--- src/rtl/pulse_divider.sv ---
// pulse_divider
// -------------
// Multi-channel clock-enable generator. Each channel divides clk by its own
// runtime-programmable divisor and drives either a one-cycle pulse (mode=0)
// or a square wave (mode=1) that is high for floor(div/2) cycles and is
// phase-aligned with the pulses. Reset divisors are 2, 4, 8, 16, ...
// (truncated to WIDTH bits, where 0 means the channel is disabled).
//
// Ports:
//   clk        single clock, rising edge
//   rst        asynchronous active-low reset
//   en         global count enable
//   clr        synchronous clear of counters/outputs; applies pending divisors
//   mode       0 = pulse, 1 = square wave
//   cfg_valid  divisor write request
//   cfg_ch     target channel of the write
//   cfg_div    new divisor value
//   cfg_ready  write can be accepted (1 for out-of-range channels)
//   out        per-channel registered output
module pulse_divider #(
    parameter int WIDTH  = 8,
    parameter int NUM_CH = 4,
    parameter int CH_W   = (NUM_CH > 1) ? $clog2(NUM_CH) : 1
) (
    input  logic              clk,
    input  logic              rst,
    input  logic              en,
    input  logic              clr,
    input  logic              mode,
    input  logic              cfg_valid,
    input  logic [CH_W-1:0]   cfg_ch,
    input  logic [WIDTH-1:0]  cfg_div,
    output logic              cfg_ready,
    output logic [NUM_CH-1:0] out
);

    logic [WIDTH-1:0]  cnt_q      [NUM_CH];
    logic [WIDTH-1:0]  cnt_d      [NUM_CH];
    logic [WIDTH-1:0]  div_q      [NUM_CH];
    logic [WIDTH-1:0]  div_d      [NUM_CH];
    logic [WIDTH-1:0]  pend_div_q [NUM_CH];
    logic [WIDTH-1:0]  pend_div_d [NUM_CH];
    logic [WIDTH-1:0]  cnt_inc    [NUM_CH];
    logic [NUM_CH-1:0] pending_q;
    logic [NUM_CH-1:0] pending_d;
    logic [NUM_CH-1:0] out_q;
    logic [NUM_CH-1:0] out_d;
    logic [NUM_CH-1:0] wrap;
    logic [NUM_CH-1:0] apply_div;
    logic              cfg_accept;

    // Ready is driven only by the selected channel's pending flag; channel
    // numbers with no matching channel fall through to 1 so those writes are
    // swallowed rather than stalling the requester forever.
    always_comb begin
        cfg_ready = 1'b1;
        for (int i = 0; i < NUM_CH; i++) begin
            if (cfg_ch == CH_W'(i)) begin
                cfg_ready = !pending_q[i];
            end
        end
        cfg_accept = cfg_valid & cfg_ready;
    end

    // Modulo-div counter increment. Comparing against div-1 (rather than
    // counting to div) keeps the counter within WIDTH bits for every div.
    always_comb begin
        for (int i = 0; i < NUM_CH; i++) begin
            cnt_inc[i] = (cnt_q[i] == div_q[i] - WIDTH'(1)) ? '0 : cnt_q[i] + WIDTH'(1);
            wrap[i]    = (cnt_inc[i] == '0);
        end
    end

    // Per-channel next state. A pending divisor only swaps in at a wrap, on a
    // disabled channel, or on clr, so a period is never cut short. A write
    // accepted on the same edge as a wrap lands in pend_div and waits for the
    // following wrap, because apply_div looks only at the registered flag.
    always_comb begin
        apply_div = '0;
        for (int i = 0; i < NUM_CH; i++) begin
            cnt_d[i]      = cnt_q[i];
            div_d[i]      = div_q[i];
            pend_div_d[i] = pend_div_q[i];
            pending_d[i]  = pending_q[i];
            out_d[i]      = out_q[i];

            if (div_q[i] == '0 || clr) begin
                cnt_d[i]     = '0;
                out_d[i]     = 1'b0;
                apply_div[i] = pending_q[i];
            end else if (en) begin
                cnt_d[i]     = cnt_inc[i];
                out_d[i]     = mode ? (cnt_inc[i] < (div_q[i] >> 1)) : wrap[i];
                apply_div[i] = pending_q[i] & wrap[i];
            end else begin
                out_d[i] = mode & out_q[i];
            end

            if (apply_div[i]) begin
                div_d[i]     = pend_div_q[i];
                pending_d[i] = 1'b0;
            end else if (cfg_accept && cfg_ch == CH_W'(i)) begin
                pending_d[i]  = 1'b1;
                pend_div_d[i] = cfg_div;
            end
        end
    end

    // State registers. The reset divisor 1 << (i+1) naturally becomes 0 once
    // the shift reaches WIDTH, which disables the upper channels.
    always_ff @(posedge clk or negedge rst) begin
        if (!rst) begin
            for (int i = 0; i < NUM_CH; i++) begin
                cnt_q[i]      <= '0;
                div_q[i]      <= WIDTH'(1) << (i + 1);
                pend_div_q[i] <= '0;
            end
            pending_q <= '0;
            out_q     <= '0;
        end else begin
            for (int i = 0; i < NUM_CH; i++) begin
                cnt_q[i]      <= cnt_d[i];
                div_q[i]      <= div_d[i];
                pend_div_q[i] <= pend_div_d[i];
            end
            pending_q <= pending_d;
            out_q     <= out_d;
        end
    end

    assign out = out_q;

endmodule

--- config.mk ---
export PLATFORM = sky130hd
export DESIGN_NAME = pulse_divider
export DESIGN_NICKNAME = d
export VERILOG_FILES = /design/src/rtl/pulse_divider.sv
export SDC_FILE = /design/constraint.sdc
export NUM_CORES = 1
export LEC_CHECK = 0
export CAP_MARGIN = 20
export CELL_PAD_IN_SITES_DETAIL_PLACEMENT = 0
export CELL_PAD_IN_SITES_GLOBAL_PLACEMENT = 1
export CORE_MARGIN = 2
export CORE_UTILIZATION = 49
export DETAILED_ROUTE_END_ITERATION = 12
export HOLD_SLACK_MARGIN = 0.1
export PLACE_DENSITY_LB_ADDON = 0.1
export SYNTH_ARGS = -nofsm -noshare
export SYNTH_HDL_FRONTEND = slang
export SYNTH_SLANG_ARGS = --single-unit
--- constraint.sdc ---
create_clock -name clk -period 4.3 [get_ports clk]
set_input_delay 0.645 -clock clk [delete_from_list [all_inputs] [get_ports clk]]
set_output_delay 0.645 -clock clk [all_outputs]
set_load 0.01 [all_outputs]
==> metrics.yaml <==
use_met1_pct: 31.9
final_area_um2: 7410
gp_congestion: 0.875
drive_above_1_share_pct: 14.8
cap_violations: 0
io_buffers: 20
rrSetupSlack_ps: 830
crit_path_start_kind: "flip-flop"
status: "complete, no violations"
p_leak_nw: 3.30
power_density_nw_per_um2: 519
placed_area_um2: 7110
startpoint: "div_q[17]"
arrival_ps: 3760
wl_um: 15900
post_cts_buffers: 0
layout.nets: 758
cts_tree: "built"
worst_r2r_path_depth: 13
grt-ovfl-total: 0
cp.required_ps: 4600
vias: 5232
layout_setup_ws_ps: 832
ys.flop_type: "dfrtp_1"
syn_area_um2: 6770
r2r_end: "out[1]"
chipWidth_um: 122
synth_seq_cells: 104
r2r-start: "div_q[17]"
via_per_inst: 5.87
drt_iter0_drc: 382
synth.net_count: 754
synth_cell_type_count: 73
grtUsageTotal_pct: 23.2
pin_count: 21
ir_worst_vdd_mv: 0.366
hp-class: "input port to async pin"
rows: 42
hpwlAfterDp_um: 11500
insertion_delay_ps: 360
finalHoldViolCount: 0
slew_headroom_pct: 52.4
final_util_pct: 55.5
initial_core_util_pct: 50.7
dieArea_um2: 14800
drcViolationCount: 0
crit_fanout: 7
tns_ps: 0
synthArstFlopShare_pct: 100
htreeDepth: 3
cts.sinks: 104
rsz0062_at_grt: "no"
cts.clk_slew.worst_paths_ps: 70
power.total_mw: 3.84
hold_buffers: 0
fmaxAchievable_ghz: 0.288
hold-worst-slack_ps: 279
endpoint_kind: "flip-flop"
ant_nets: 0
synth_edf_count: 0
ys_seq_area_share_pct: 38.5
period_minus_slack_ps: 3470
cts_root_buf: "clkbuf_16"
tightestPinTransition_ps: 709
post-route-period-util_pct: 80.7
die_h_um: 122
first_global_vias: 5160
crit_type: "flip-flop to flip-flop"
finalClockSkew_ps: 5.36
post-place-ws_ps: 862
numCtsBuffers: 9
grt_pass1_wl_um: 26800
setup_viol: 0
insertedDiodeCount: 0
grt_use_met3_pct: 4.40
wl_per_cell_um: 17.9
core-area_um2: 13300
antenna_found_initial: 0
use_met2_pct: 37.7
cts.path.max_buffers: 2
finalNonFillerCells: 891
syn_avg_cell_area_um2: 9.59
syn2layout_area_growth_pct: 9.42
slew_viol_final: 0
busiest_layer: "met2"
synthCells: 706
grt_max_degree: 42
cts_resized: 0
firstDrtPassIters: 4
dp.cells: 874
ys_warn_count: 0
[registers in the layout, summed over array words and instances (netlist names)]
register,cells
cnt_q,32
out,4
pend_div_q,32
div_q,32
pending_q,4
[critical path, cell delays in order (launching register included)]
cell,delay [ps]
dfrtp_1,430
inv_1,120
ha_1,190
xor3_1,400
nor3_1,160
o2111ai_1,150
nor3_1,570
nor2_1,130
ha_1,340
a21o_1,190
a211oi_1,250
nand2_1,80
a211oi_1,210
o21a_1,160
[final cells by class]
type | count | area (um^2)
Timing Repair Buffer | 30 | 273
Clock buffer | 10 | 239
Multi-Input combinational cell | 518 | 3840
Inverter | 47 | 176
Sequential cell | 104 | 2610
Fill cell | 1231 | 5940
Tap cell | 176 | 220
Clock inverter | 6 | 55.1
[cells in the final DEF (no fill, tap or decap), drive strengths merged, types with 10 or more instances in the layout]
master and instances:
clkdlybuf4s50 19, nor3 27, o21ai 23, dfrtp 100, buf 11, nand3 22
mux2 56, nand4 10, nand2b 11, xnor2 28, ha 32, nor2 48
clkbuf 10, nand2 43, a22o 10, a21oi 39, xor2 37, inv 52
[layer usage]
metal	share of wire, %	up-vias
li1	-	2529
met1	48	2585
met2	47	94
met3	3.0	24
met4	2.0	0
met5	0	-
[cells in the mapped netlist, types with 11 or more instances]
master    count  area [um^2]
dfrtp_1     100         2500
nor3_1       26          130
nand3_1      22          110
a21oi_1      39          195
o21ai_0      22          110
nand2_1      43          161
ha_1         32          400
clkbuf_1     29          109
nor2_1       48          180
xor2_1       37          324
nand2b_1     11         68.8
xnor2_1      28          245
inv_1        47          176
mux2_2       50          563
[kinds of logic (layout without fill, tap and decap cells)]
family / Yosys count / count (layout) / share of synthesized area, %
AOI/OAI and AO/OA: 148 / 148 / 15.3
muxes: 59 / 59 / 10.3
xor gates and xnor gates: 66 / 66 / 8.76
and+or+nand+nor: 212 / 212 / 16.2
buffers and inverters: 84 / 93 / 4.90
DFF: 104 / 104 / 38.5
adders and majority gates: 33 / 33 / 6.06
[worst max-delay path by stage]
stage / slack [ps] / to / depth (start not counted)
global placement: 940 / out[1] / 13
finish: 830 / out[1] / 13
detailed placement: 860 / out[1] / 13
CTS: 830 / out[1] / 13
global route: 640 / out[1] / 13
floorplan: 1160 / out[0] / 12
[where the power goes]
part	internal, mW	switching, mW
registers	1.24	0.344
logic	0.715	0.716
clock network	0.423	0.402
total	2.38	1.46
Power figures use the tool's default switching activity.
